File: config.mk
export PLATFORM = sky130hd
export DESIGN_NAME = edge_counter_channel
export DESIGN_NICKNAME = d
export VERILOG_FILES = /design/src/rtl/edge_counter_channel.sv
export SDC_FILE = /design/constraint.sdc
export NUM_CORES = 1
export LEC_CHECK = 0
export ABC_AREA = 1
export BUFFER_PORTS_ARGS = -buffer_cell sky130_fd_sc_hd__buf_2
export CELL_PAD_IN_SITES_DETAIL_PLACEMENT = 1
export CELL_PAD_IN_SITES_GLOBAL_PLACEMENT = 1
export CORE_MARGIN = 1
export CORE_UTILIZATION = 36
export CTS_BUF_LIST = sky130_fd_sc_hd__clkbuf_4 sky130_fd_sc_hd__clkbuf_8 sky130_fd_sc_hd__clkbuf_16
export CTS_CLUSTER_SIZE = 30
export DETAILED_ROUTE_END_ITERATION = 6
export GPL_ROUTABILITY_DRIVEN = 0
export GPL_TIMING_DRIVEN = 0
export PLACE_DENSITY_LB_ADDON = 0.1
export SLEW_MARGIN = 0
export SYNTH_ARGS = -nofsm -noshare
export SYNTH_HDL_FRONTEND = slang
export SYNTH_SLANG_ARGS = --single-unit
File: constraint.sdc
create_clock -name clk -period 3.18 [get_ports clk]
set_input_delay 0.477 -clock clk [delete_from_list [all_inputs] [get_ports clk]]
set_output_delay 0.477 -clock clk [all_outputs]
set_load 0.05 [all_outputs]
File: src/rtl/edge_counter_channel.sv
// -----------------------------------------------------------------------------
// edge_counter_channel
//
// Single-channel pulse-timing capture engine. The external signal is
// synchronised, and its rising and falling edges are detected. Three
// consecutive phases are then measured in clk cycles: active, inactive,
// active. "Active" means high, or low when inversion is selected.
//
// Ports:
//   clk              system clock, all logic on its rising edge
//   rst_sync         asynchronous active-high reset
//   sig_in           asynchronous external signal to measure
//   cfg_enable       1 = arm and capture, 0 = stop and return to IDLE
//   cfg_in_inv       1 = measure the inverted signal (sampled when arming)
//   cfg_trig_enable  1 = trig_out reports capture completion
//   cfg_trig_out     manual trigger level when cfg_trig_enable = 0
//   d1_count         cycles in the first active phase
//   d2_count         cycles in the following inactive phase
//   d3_count         cycles in the second active phase
//   busy             high in ARM, D1, D2, D3
//   done             high in DONE
//   trig_out         registered trigger output
// -----------------------------------------------------------------------------
module edge_counter_channel #(
  parameter int WIDTH       = 32,
  parameter int SYNC_STAGES = 2
) (
  input  logic             clk,
  input  logic             rst_sync,
  input  logic             sig_in,
  input  logic             cfg_enable,
  input  logic             cfg_in_inv,
  input  logic             cfg_trig_enable,
  input  logic             cfg_trig_out,
  output logic [WIDTH-1:0] d1_count,
  output logic [WIDTH-1:0] d2_count,
  output logic [WIDTH-1:0] d3_count,
  output logic             busy,
  output logic             done,
  output logic             trig_out
);

  typedef enum logic [2:0] {
    S_IDLE,
    S_ARM,
    S_D1,
    S_D2,
    S_D3,
    S_DONE
  } state_t;

  state_t                 r_state;
  state_t                 w_next;
  logic [SYNC_STAGES-1:0] r_sync;
  logic                   r_s_d;
  logic                   r_inv_q;
  logic [WIDTH-1:0]       r_d1;
  logic [WIDTH-1:0]       r_d2;
  logic [WIDTH-1:0]       r_d3;
  logic                   r_trig;

  logic                   w_s;
  logic                   w_rise_raw;
  logic                   w_fall_raw;
  logic                   w_rise;
  logic                   w_fall;
  logic                   w_abort;
  logic                   w_arm;

  // Increment that sticks at all-ones instead of wrapping.
  function automatic logic [WIDTH-1:0] sat_inc(input logic [WIDTH-1:0] x);
    if (&x) begin
      return x;
    end
    return x + 1'b1;
  endfunction

  // Input synchroniser plus one-cycle history for edge detection.
  always_ff @(posedge clk or posedge rst_sync) begin
    if (rst_sync) begin
      r_sync <= '0;
      r_s_d  <= 1'b0;
    end else begin
      r_sync <= {r_sync[SYNC_STAGES-2:0], sig_in};
      r_s_d  <= w_s;
    end
  end

  assign w_s        = r_sync[SYNC_STAGES-1];
  assign w_rise_raw = w_s & ~r_s_d;
  assign w_fall_raw = ~w_s & r_s_d;

  // Edges are taken from the raw synchronised signal. Inversion only swaps
  // which edge counts as "rise", so it can never manufacture an edge.
  assign w_rise = r_inv_q ? w_fall_raw : w_rise_raw;
  assign w_fall = r_inv_q ? w_rise_raw : w_fall_raw;

  // Dropping the enable overrides every other transition outside IDLE.
  assign w_abort = (r_state != S_IDLE) && !cfg_enable;
  assign w_arm   = (r_state == S_IDLE) && cfg_enable;

  // Inversion is frozen for the whole capture once armed.
  always_ff @(posedge clk or posedge rst_sync) begin
    if (rst_sync) begin
      r_inv_q <= 1'b0;
    end else if (w_arm) begin
      r_inv_q <= cfg_in_inv;
    end
  end

  always_ff @(posedge clk or posedge rst_sync) begin
    if (rst_sync) begin
      r_state <= S_IDLE;
    end else begin
      r_state <= w_next;
    end
  end

  always_comb begin
    w_next = r_state;
    if (w_abort) begin
      w_next = S_IDLE;
    end else begin
      case (r_state)
        S_IDLE:  if (cfg_enable) w_next = S_ARM;
        S_ARM:   if (w_rise)     w_next = S_D1;
        S_D1:    if (w_fall)     w_next = S_D2;
        S_D2:    if (w_rise)     w_next = S_D3;
        S_D3:    if (w_fall)     w_next = S_DONE;
        S_DONE:  w_next = S_DONE;
        default: w_next = S_IDLE;
      endcase
    end
  end

  // Each phase starts at 1 on its opening edge, so an N-cycle phase reads N.
  // Counts are held on abort and in IDLE so partial results stay readable.
  always_ff @(posedge clk or posedge rst_sync) begin
    if (rst_sync) begin
      r_d1 <= '0;
      r_d2 <= '0;
      r_d3 <= '0;
    end else if (!w_abort) begin
      case (r_state)
        S_IDLE: begin
          if (cfg_enable) begin
            r_d1 <= '0;
            r_d2 <= '0;
            r_d3 <= '0;
          end
        end
        S_ARM: begin
          if (w_rise) r_d1 <= WIDTH'(1);
        end
        S_D1: begin
          if (w_fall) r_d2 <= WIDTH'(1);
          else        r_d1 <= sat_inc(r_d1);
        end
        S_D2: begin
          if (w_rise) r_d3 <= WIDTH'(1);
          else        r_d2 <= sat_inc(r_d2);
        end
        S_D3: begin
          if (!w_fall) r_d3 <= sat_inc(r_d3);
        end
        default: ;
      endcase
    end
  end

  // Looking at the next state lets trig_out rise on the same edge that
  // enters DONE.
  always_ff @(posedge clk or posedge rst_sync) begin
    if (rst_sync) begin
      r_trig <= 1'b0;
    end else begin
      r_trig <= cfg_trig_enable ? (w_next == S_DONE) : cfg_trig_out;
    end
  end

  assign d1_count = r_d1;
  assign d2_count = r_d2;
  assign d3_count = r_d3;
  assign busy     = (r_state == S_ARM) || (r_state == S_D1) ||
                    (r_state == S_D2)  || (r_state == S_D3);
  assign done     = (r_state == S_DONE);
  assign trig_out = r_trig;

endmodule

## Word-level counts from Yosys, hierarchy flattened

Index checks and enable logic that the tools add are counted.
Widths: inputs -> output; s select.

- Register bits after elaboration: 104
- Latch bits: 0
- Bits in writable memories: 0
- ROM bits: 0
- Input bits: 7
- Memories kept: 0

- Add/sub/neg operators: 3
- Multiply operators: 0
- Divide/modulo/power cells: 0
- $lt $le $gt $ge: 0
- Eq/ne operators: 16
- Shifts and indexed selects: 0
- Muxes and demuxes: 34
- Bitwise operators: 5
- Reduce and logical (&&, ||, !) cells: 17

Operators with widths:

| kind | count |
|---|---|
| $mux 32 | 9 |
| $pmux 32 s3 | 3 |
| $add 32x1->32 const B | 3 |
| $reduce_and 32->1 | 3 |
| $mux 3 | 6 |
| $pmux 3 s6 | 1 |
| $reduce_and 6->1 | 3 |
| $mux 1 | 15 |
| $ne 2x2->1 const B | 7 |
| $reduce_bool 3->1 | 4 |
| $eq 3x3->1 const B | 3 |
| $ne 3x3->1 const B | 3 |
| $eq 3x2->1 const B | 2 |
| $eq 3x1->1 const B | 1 |
| $logic_not 3->1 | 1 |
| $logic_or 1x1->1 | 3 |
| $not 1->1 | 3 |
| $and 1x1->1 | 2 |
| $logic_and 1x1->1 | 2 |
| $logic_not 1->1 | 1 |

## Longest topological paths before layout

Gate-level depths: netlist (run 1).

- Word-level depth: 9
- Mapped depth: 12

## Least setup slack after synthesis (run 1)

OpenSTA, ideal clock, no wires.

- Path type: register to register
- Start point: register r_d3[0] (netlist: d3_count[0])
- End point: register r_d3[18] (netlist: d3_count[18])
- Setup time: 127 ps
- Arrival: 2,078 ps
- Required time: 3,053 ps
- Setup slack: 975 ps
- Stages on the path, launching flop included: 10
- Buffers on the path: 1
- Path through: dfrtp_1 ha_1 nand2_1 nor2_4 nand2_1 nor2_1 nand3b_1 nand2_2 buf_4 o21ai_0

- Longest elaborated chain between the ends: 7
- Elaborated cells on any way between the ends: 11

RTL lines:

| what | RTL line | RTL |
|---|---|---|
| start, declared | 59 | `logic [WIDTH-1:0] r_d3;` |
| start signal, assigned | 164 | `if (!w_fall) r_d3 <= sat_inc(r_d3);` |
| branches (longest 7 deep; another with $add 32x1->32) | - |  |

Several ways; the timed one is not identified. The select of a mux whose other input is x is not followed.
A chain may end at the register's enable or synchronous reset.

## Final worst setup path (run 1)

- Start point: register r_d2[0] (netlist: d2_count[0])
- End point: register r_d2[6] (netlist: d2_count[6])

- Longest elaborated chain between the ends: 7
- Elaborated cells on any way between the ends: 11

RTL lines:

| what | RTL line | RTL |
|---|---|---|
| start, declared | 58 | `logic [WIDTH-1:0] r_d2;` |
| start signal, assigned | 161 | `else r_d2 <= sat_inc(r_d2);` |
| branches (longest 7 deep; another with $add 32x1->32) | - |  |

Several ways; the timed one is not identified. The select of a mux whose other input is x is not followed.

==> metrics.csv, run 1 <==
metric,value,unit
multi-input logic area,4040,um^2
Post-Route WL,24.2,mm
cts-stage hold buffer count,0,
Ports,106,
part of the Yosys area used for sequential elements,36.4,%
CP max stage cell,dfrtp_1,
Final #Nets,1276,
core area,19500,um^2
global router's overall resource usage,24.8,%
number of DRC markers in iteration 0,248,
Post-Syn Instances,1148,
Worst Tran Pin Value,0.845,ns
setup ws final,0.749,ns
Final ANT Viol Nets,0,
Skew-Pair Late Insertion Delay,0.36,ns
chip height,143,um
Initial Util,36.7,%
worst hold margin,0.222,ns
layout cell share with drive strength beyond 1,13.1,%
Fin. Hold Viols,0,
Leakage,3.78,nW
htree depth,3,
post-CTS setup buffers,0,
Avg WL per Cell,15.8,um
vias in the first global route,7340,
clock buffer count from CTS,9,
number of synthesized register bits,104,
DP Worst Slack,0.777,ns
peak supply drop,0.000351,V
final setup TNS,0,ns
grt total ovfl,0,
Syn. warnings,0,
unrepaired setup endpoints after global routing,no,
I/O Buffers,105,
Final HPWL DP,19.2,mm
count of cell types in the netlist,28,
filler cell count,2652,
CTS Root Cell,clkbuf_16,
synthesized area per cell,6.23,um^2
# rows,51,
post-cts resize count,0,
fin util,42.9,%
CP Data Required Time,3.48,ns
critical path type,flop to flop,
CTS tree,done,
worst path cell trace,ha_1 -> inv_1 -> nor2_2 -> nand2_2 -> nor2_2 -> nand2_1 -> nand2_2 -> nand2_2 -> nand2_4 -> buf_4 -> nand2_1 -> nand2_1,
"most common cell after layout, fill and taps aside",nand2_1,
routed vias/inst,4.88,
crit path max fanout,10,
top cell type's share of synthesized area,36.4,%
period utilisation layout,76.4,%
Buf/Inv on CP,2,
FF/Latch Area,2600,um^2
clock skew,0.0117,ns
largest area contributor in the netlist,dfrtp_1,
Setup Viol. Count Final,0,
max-slew violations,0,
Post-Syn Area,7150,um^2
area growth from synthesis to layout,16.7,%
max incr delay on CP,0.53,ns
fin crit period,2.43,ns
fmax,0.411,GHz
outcome,completed,
nature of the critical path endpoint,flop,
via count,7501,
DRT Pass-1 Iters,6,
Worst EP arrival,2.73,ns
cell area after layout,8340,um^2
Worst slew margin,43.5,%
worst hold-check path type,input pin to flop,
Area contributors post-synth,"dfrtp_1 36%, nand2_1 26%, nor2_1 11%, nand3_1 6.2%, inv_1 4.4%",
CP startpoint kind,flop,
Reg2Reg Setup Slack,0.75,ns
antenna violations before repair,1,
Crit path max-delay family,simple AND/OR/NAND/NOR gates,
first-pass GRT wire length,38.8,mm
most frequent cells in the layout,"503 x nand2_1, 212 x nor2_1, 113 x buf_2",
die area,20400,um^2
Post-DP Area,8050,um^2
CTS sink count,104,
chip width,143,um
synthesized net count,1158,
clock-pin slew on the worst setup and hold paths,0.08,ns
largest net degree at the start of global routing,40,
Max-cap violations,0,
pwr dens,463,nW/um^2
DR DRC count,0,
Clock Tree Buf Depth,2,
## final timing paths
check | cells past startpoint | startpoint | end
max in group asynchronous | 4 | rst_sync | d3_count[1]
hold reg to reg | 0 | r_sync[0] | r_sync[1]
min in group asynchronous | 2 | rst_sync | r_sync[0]
setup / recovery | 12 | d2_count[0] | d2_count[6]
setup reg to reg | 12 | d2_count[0] | d2_count[6]
hold / removal | 1 | sig_in | r_sync[0]
## per-stage QoR
step | total power, mW | instances
after global routing | 4.08 | 1536
after floorplan | 2.34 | 1148
final | 3.86 | 1536
after detailed placement | 2.75 | 1520
after CTS | 3.92 | 1535
after global placement | 2.73 | 1518
## kinds of logic (layout without fill, tap and decap cells)
group | after synthesis | in the layout | synth area share, %
flip-flops | 104 | 104 | 36.4
other | 0 | 1 | 0
AO/OA/AOI/OAI | 50 | 50 | 3.66
adder cells (fa/ha/maj) | 3 | 3 | 0.525
XOR/XNOR | 43 | 43 | 5.27
buffers and inverters | 114 | 236 | 7.07
AND/OR/NAND/NOR | 834 | 834 | 47.1
## power breakdown
| group | internal (mW) | switching (mW) | total (mW) |
|---|---|---|---|
| registers | 1.37 | 0.0758 | 1.44 |
| clock network | 0.617 | 0.544 | 1.16 |
| logic | 0.316 | 0.945 | 1.26 |
## per-layer routing
layer	up-vias	share of wire, %	track usage [%]
li1	3768	-	-
met1	3595	48	33.7
met2	115	47	41.4
met3	23	2.4	2.45
met4	0	2.0	7.58
met5	-	0	0
## cells in the mapped netlist
cell      count
xor2_1       11
nor3_1        1
dfrtp_1     104
nand3b_1      2
clkbuf_1      7
nand2_2       6
inv_1        84
nor2_1      212
nor2_2        4
buf_6         8
nand2_4       3
nand3_2       1
or2_2         2
nand2_1     503
o21ai_0      22
buf_4         2
a21oi_4       1
nand3_1      89
buf_2         8
o21ai_1      25
inv_2         5
a21oi_1       2
ha_1          3
xnor2_1      32
nand4_1       7
nor2_8        1
nand3b_2      1
nor2_4        2
## sequential cells by signal, summed over array words and instances (netlist names)
register and flops:
d3_count 32, trig_out 1, d2_count 32, r_state 3, r_inv_q 1, r_s_d 1, r_sync 2, d1_count 32
## area by class of cell
class / instances / area share [%]
clock buffer: 10 / 2.79
tap: 265 / 3.97
clock inverter: 5 / 0.705
buffer: 25 / 2.05
timing repair buffer: 107 / 6.78
inverter: 89 / 4.05
multi-input combinational: 930 / 48.4
sequential: 104 / 31.2
antenna: 1 / 0.0300
Note: power is estimated with default switching activity, not from simulation.
==> inputs of run 2 (changes only) <==
ABC_AREA = 0   (was 1)
CORE_UTILIZATION = 38   (was 36)
clock period = 2.05 ns   (was 3.18 ns; I/O delays follow)
==> metrics.csv, run 2 <==
metric,value,unit,change
outcome,"finished, violations left",,
failing checks,negative setup slack,,
setup ws final,-0.364,ns,-1.11 ns
Ports,106,,unchanged
Post-Syn Area,5950,um^2,-17%
Fin. Hold Viols,0,,unchanged
Leakage,3.91,nW,+3.4%
Post-synth EDFFs,0,,unchanged
largest area contributor in the netlist,dfrtp_1,,
Max-cap violations,0,,unchanged
"most common cell after layout, fill and taps aside",buf_2,,
top cell type's share of synthesized area,43.8,%,+7.4 points
Crit path max-delay family,simple AND/OR/NAND/NOR gates,,
fmax,0.414,GHz,+0.70%
grt total ovfl,0,,unchanged
Post-Syn Instances,664,,-42%
number of synthesized register bits,104,,unchanged
CP startpoint kind,flop,,
clock buffer count from CTS,9,,unchanged
I/O Buffers,104,,-0.95%
worst hold margin,0.0833,ns,-0.139 ns
area growth from synthesis to layout,53.1,%,
Worst slew margin,46.6,%,+3.0 points
global router's overall resource usage,26.4,%,+1.6 points
core area,15300,um^2,-22%
R2R Path Start,r_state[2],,
nature of the critical path endpoint,flop,,
DRT Pass-1 Iters,4,,-2
CP Data Required Time,2.34,ns,-1.14 ns
Initial Util,39.0,%,+2.2 points
predominant post-synthesis flop cell,dfrtp_1,,
crit path from,r_state[2],,
chip height,127,um,-11%
die area,16200,um^2,-21%
htree depth,3,,unchanged
Worst Tran Pin Value,0.800,ns,-0.0453 ns
largest net degree at the start of global routing,41,,+2.5%
Synth top cells by count,"104 x dfrtp_1, 82 x nor2_1, 50 x nand2_1",,
peak supply drop,0.000468,V,+33%
worst hold-check path type,input pin to async pin,,
synthesized area per cell,8.96,um^2,+44%
Final ANT Viol Nets,0,,unchanged
part of the Yosys area used for sequential elements,43.8,%,+7.4 points
worst path cell trace,and2b_2 -> o221ai_2 -> or4_4 -> or4_4 -> or3_4 -> a21oi_2,,
number of DRC markers in iteration 0,258,,+4.0%
count of cell types in the netlist,59,,+110%
via count,6377,,-15%
crit path max fanout,4,,-6
synthesized net count,674,,-42%
max-slew violations,0,,unchanged
Clock Tree Buf Depth,2,,unchanged
Final #Nets,895,,-30%
first-pass GRT wire length,34.0,mm,-12%
pwr dens,612,nW/um^2,+32%
most frequent cell after synthesis,dfrtp_1,,
Final HPWL DP,13.4,mm,-30%
chip width,127,um,-11%
Avg WL per Cell,21.0,um,+33%
routed vias/inst,5.79,,+19%
max incr delay on CP,0.57,ns,+0.04 ns
period utilisation layout,118,%,+41 points
clock skew,0.00694,ns,-0.00477 ns
# rows,45,,-12%
final setup TNS,-13.21,ns,-13.21 ns
"Top cell by count, worst path",or4_4,,
ys async rst share,100,%,unchanged
Skew-Pair Late Insertion Delay,0.36,ns,about the same
critical path type,flop to flop,,
Setup Viol. Count Final,90,,+90
CTS sink count,104,,unchanged
vias in the first global route,6483,,-12%
Post-Route WL,23.2,mm,-4.4%
Buf/Inv on CP,0,,-2
DR DRC count,0,,unchanged
fin crit period,2.41,ns,-0.0170 ns
unrepaired setup endpoints after global routing,yes,,
Worst EP arrival,2.70,ns,-0.03 ns
Syn. warnings,0,,unchanged
CP max stage cell,or4_4,,
Area contributors post-synth,"dfrtp_1 44%, nor2_1 5.2%, xnor2_1 4.3%, nand4_1 3.9%, nand3_1 3.5%",,
layout cell share with drive strength beyond 1,53.5,%,+40 points
CTS tree,done,,
most frequent cells in the layout,"105 x buf_2, 83 x buf_4, 75 x nor2_1",,
# diodes,0,,-1
CTS Root Cell,clkbuf_16,,
antenna violations before repair,1,,unchanged
clock-pin slew on the worst setup and hold paths,0.07,ns,about the same
-- run 2: cell count changes in the layout (fill, tap and decap cells not counted), sizes merged, moves of 12 or more --
cell / delta
nor2: -137
nor4: +13
nand2: -462
o31ai: +15
nor3: +22
nand4: +30
or3: +16
inv: -76
and3: +19
buf: +103
a21oi: +20
nand3: -48
or4: +12
-- run 2: worst paths after layout --
kind,end,slack (ns),cells past startpoint
max,d1_count[31],-0.36,6
min,d3_count[10],0.08,2
max reg2reg,d1_count[31],-0.36,6
min reg2reg,r_sync[1],0.39,0
max in group asynchronous,d1_count[9],1.27,3
min in group clk,r_sync[0],0.08,1
-- run 2: through the flow --
stage          util, %  power, mW  cell area, um^2  setup WS [ns]  instances
4_1_cts           53.5       5.09             8160         -0.380       1050
5_1_grt           59.7       5.76             9100         -0.407       1101
2_1_floorplan        -       2.81             6260         -0.302        664
3_5_place_dp      46.5       3.09             7090          -1.13        981
3_3_place_gp      46.2       3.05             7050          -1.06        979
6_report          59.7       5.57             9100         -0.364       1101
-- run 2: power breakdown --
part           switching, mW  total (mW)  internal, mW
clock                  0.821        1.72         0.898
sequential            0.0582        2.15          2.09
combinational          0.965        1.71         0.743
-- run 2: logic make-up (layout without fill, tap and decap cells) --
group	count (synthesis)	after routing	synth area share, %
simple gates	345	345	31.2
compound gates	121	121	13.6
flops	104	104	43.8
xor+xnor	47	47	6.92
buf+inv	41	267	3.30
fa+ha+maj	3	3	0.631
mux	3	3	0.568
-- run 2: repair_timing --
action,in CTS,in global routing
setup endpoints to repair,98,98
gates resized for setup,96,143
gates cloned,2,4
pin swaps,39,68
setup buffers,53,51
hold endpoints to repair,0,0
hold buffers,0,0
-- run 2: area by class of cell --
class | count | area [um^2]
sequential | 104 | 2680
buffer | 23 | 272
clock inverter | 4 | 20.0
tap | 211 | 264
multi-input combinational | 519 | 4050
inverter | 14 | 60.1
clock buffer | 12 | 260
timing repair buffer | 214 | 1500
fill | 1705 | 6150
-- run 2: routing by layer --
| layer | share of wire (%) | vias to the layer above | global-route usage, % | wire, um |
|---|---|---|---|---|
| li1 | - | 2884 | - | - |
| met1 | 42 | 3296 | 33.9 | 9700 |
| met2 | 52 | 152 | 45.0 | 12000 |
| met3 | 3.7 | 45 | 3.64 | 850 |
| met4 | 2.7 | 0 | 10.6 | 615 |
| met5 | 0 | - | 0 | 0 |
==> inputs of run 3 (changes only) <==
PLACE_DENSITY = 0.78   (was default)
PLACE_DENSITY_LB_ADDON = default   (was 0.1)
==> metrics.csv, run 3 (same netlist as run 2, synthesis figures left out) <==
metric,value,unit,change
outcome,"finished, violations left",,
failing checks,negative setup slack,,
Final ANT Viol Nets,0,,unchanged
number of DRC markers in iteration 0,495,,+92%
worst path cell trace,and2b_2 -> o221ai_2 -> or4_4 -> or4_4 -> or3_4 -> a21oi_2,,
DR DRC count,0,,unchanged
multi-input logic area,3920,um^2,-3.3%
CP Data Required Time,2.35,ns,about the same
antenna violations before repair,0,,-1
clock buffer count from CTS,9,,unchanged
layout cell share with drive strength beyond 1,51.4,%,-2.1 points
crit path max fanout,5,,+1
pwr dens,628,nW/um^2,+2.6%
critical path type,flop to flop,,
vias in the first global route,6266,,-3.3%
peak supply drop,0.000373,V,-20%
cts-stage hold buffer count,0,,unchanged
CTS sink count,104,,unchanged
Worst slew margin,42.2,%,-4.4 points
CTS tree,done,,
Fin. Hold Viols,0,,unchanged
largest net degree at the start of global routing,39,,-4.9%
I/O Buffers,104,,unchanged
Worst Tran Pin Value,0.866,ns,+0.0657 ns
most frequent cells in the layout,"103 x buf_2, 75 x buf_4, 72 x nor2_1",,
grt total ovfl,0,,unchanged
Clock Tree Buf Depth,2,,unchanged
core area,15300,um^2,unchanged
max-slew violations,0,,unchanged
Initial Util,39.0,%,unchanged
Final #Nets,887,,-0.89%
Tot Pwr,5.62,mW,+0.74%
first-pass GRT wire length,33.1,mm,-2.7%
worst hold-check path type,input pin to flop,,
unrepaired setup endpoints after global routing,yes,,
FF/Latch Area,2690,um^2,about the same
fmax,0.393,GHz,-5.3%
DP Worst Slack,-0.981,ns,+0.150 ns
setup ws final,-0.497,ns,-0.134 ns
via count,6580,,+3.2%
Leakage,3.85,nW,-1.5%
DRT Pass-1 Iters,4,,unchanged
Avg WL per Cell,23.3,um,+11%
Setup Viol. Count Final,97,,+7.8%
period utilisation layout,124,%,+6.5 points
routed vias/inst,6.01,,+3.8%
htree depth,3,,unchanged
"Top cell by count, worst path",or4_4,,
Final HPWL DP,13.5,mm,+0.52%
Worst EP arrival,2.85,ns,+0.15 ns
max incr delay on CP,0.60,ns,+0.03 ns
filler cell count,1698,,-0.41%
Skew-Pair Late Insertion Delay,0.37,ns,about the same
CP startpoint kind,flop,,
CP max stage cell,or4_4,,
fin crit period,2.55,ns,+0.134 ns
clock skew,0.00863,ns,+0.00168 ns
chip height,127,um,unchanged
"most common cell after layout, fill and taps aside",buf_2,,
CTS Root Cell,clkbuf_16,,
area growth from synthesis to layout,50.3,%,
Max-cap violations,0,,unchanged
Post-Route WL,25.5,mm,+10%
clock-pin slew on the worst setup and hold paths,0.07,ns,about the same
nature of the critical path endpoint,flop,,
die area,16200,um^2,unchanged
Ports,106,,unchanged
# rows,45,,unchanged
chip width,127,um,unchanged
global router's overall resource usage,25.8,%,-0.59 points
[run 3: cell count changes in the layout (fill, tap and decap cells not counted), moves of 3 or more]
| cell | change |
|---|---|
| nor2_1 | -3 |
| buf_4 | -8 |
| nor2_2 | +3 |
| nor3_1 | +3 |
| nor3_2 | -3 |
| o21ai_2 | -4 |
| o41ai_1 | +3 |
| or3_4 | -3 |
| o41ai_2 | -3 |
| o21ai_1 | +7 |
| buf_6 | -4 |
| buf_12 | +3 |
| or3_1 | +3 |
[run 3: timing repair]
item                                    4_1_cts  5_1_grt
resized for setup                            73      157
cloned                                        1        7
endpoints found under the setup margin       96       94
setup buffers                                49       46
pin swaps                                    38       59
[run 3: worst paths after layout]
path                                 to  cells after the start       from  slack [ns]
setup / recovery           d1_count[31]                      6  r_sync[1]       -0.50
hold / removal                r_sync[0]                      1     sig_in        0.08
setup reg to reg           d1_count[31]                      6  r_sync[1]       -0.50
hold reg to reg               r_sync[1]                      0  r_sync[0]        0.41
max in group asynchronous   d1_count[1]                      3   rst_sync        1.25
min in group asynchronous      trig_out                      2   rst_sync        0.10
[run 3: worst max-delay path, delay by kind of cell, from the launching register on]
| kind | cells | cell delay, ns |
|---|---|---|
| AND/OR/NAND/NOR | 4 | 1.73 |
| flip-flops | 1 | 0.46 |
| AO/OA/AOI/OAI | 2 | 0.29 |
[run 3: routing by layer]
| layer | GRT usage (%) | routed length, um | share of wire (%) | up-vias |
|---|---|---|---|---|
| li1 | - | - | - | 2875 |
| met1 | 32.9 | 10300 | 40 | 3352 |
| met2 | 44.9 | 12900 | 51 | 261 |
| met3 | 3.31 | 1180 | 4.6 | 92 |
| met4 | 9.66 | 1100 | 4.3 | 0 |
| met5 | 0 | 0 | 0 | - |
[run 3: area by class of cell]
| type | count | area share, % |
|---|---|---|
| Sequential cell | 104 | 30.0 |
| Clock buffer | 13 | 3.00 |
| Antenna cell | 1 | 0.0280 |
| Timing Repair Buffer | 207 | 16.5 |
| Multi-Input combinational cell | 520 | 43.8 |
| Tap cell | 211 | 2.95 |
| Inverter | 14 | 0.700 |
| Buffer | 21 | 2.77 |
| Clock inverter | 3 | 0.196 |
[run 3: report_power, final]
part           internal (mW)  switching, mW
Clock                  0.917          0.851
Sequential              2.09         0.0767
Combinational          0.720          0.961
[run 3: per-stage QoR]
step | std cells | setup TNS [ns] | hold WS [ns] | instance area, um^2 | utilization, %
after floorplan | 664 | -5.05 | 0.331 | 6260 | -
after global placement | 979 | -82.81 | 0.334 | 7050 | 46.2
after detailed placement | 981 | -48.86 | 0.340 | 7090 | 46.5
after CTS | 1045 | -12.61 | 0.0851 | 8010 | 52.5
after global routing | 1093 | -25.06 | 0.0698 | 8940 | 58.6
final | 1094 | -20.93 | 0.0765 | 8940 | 58.6
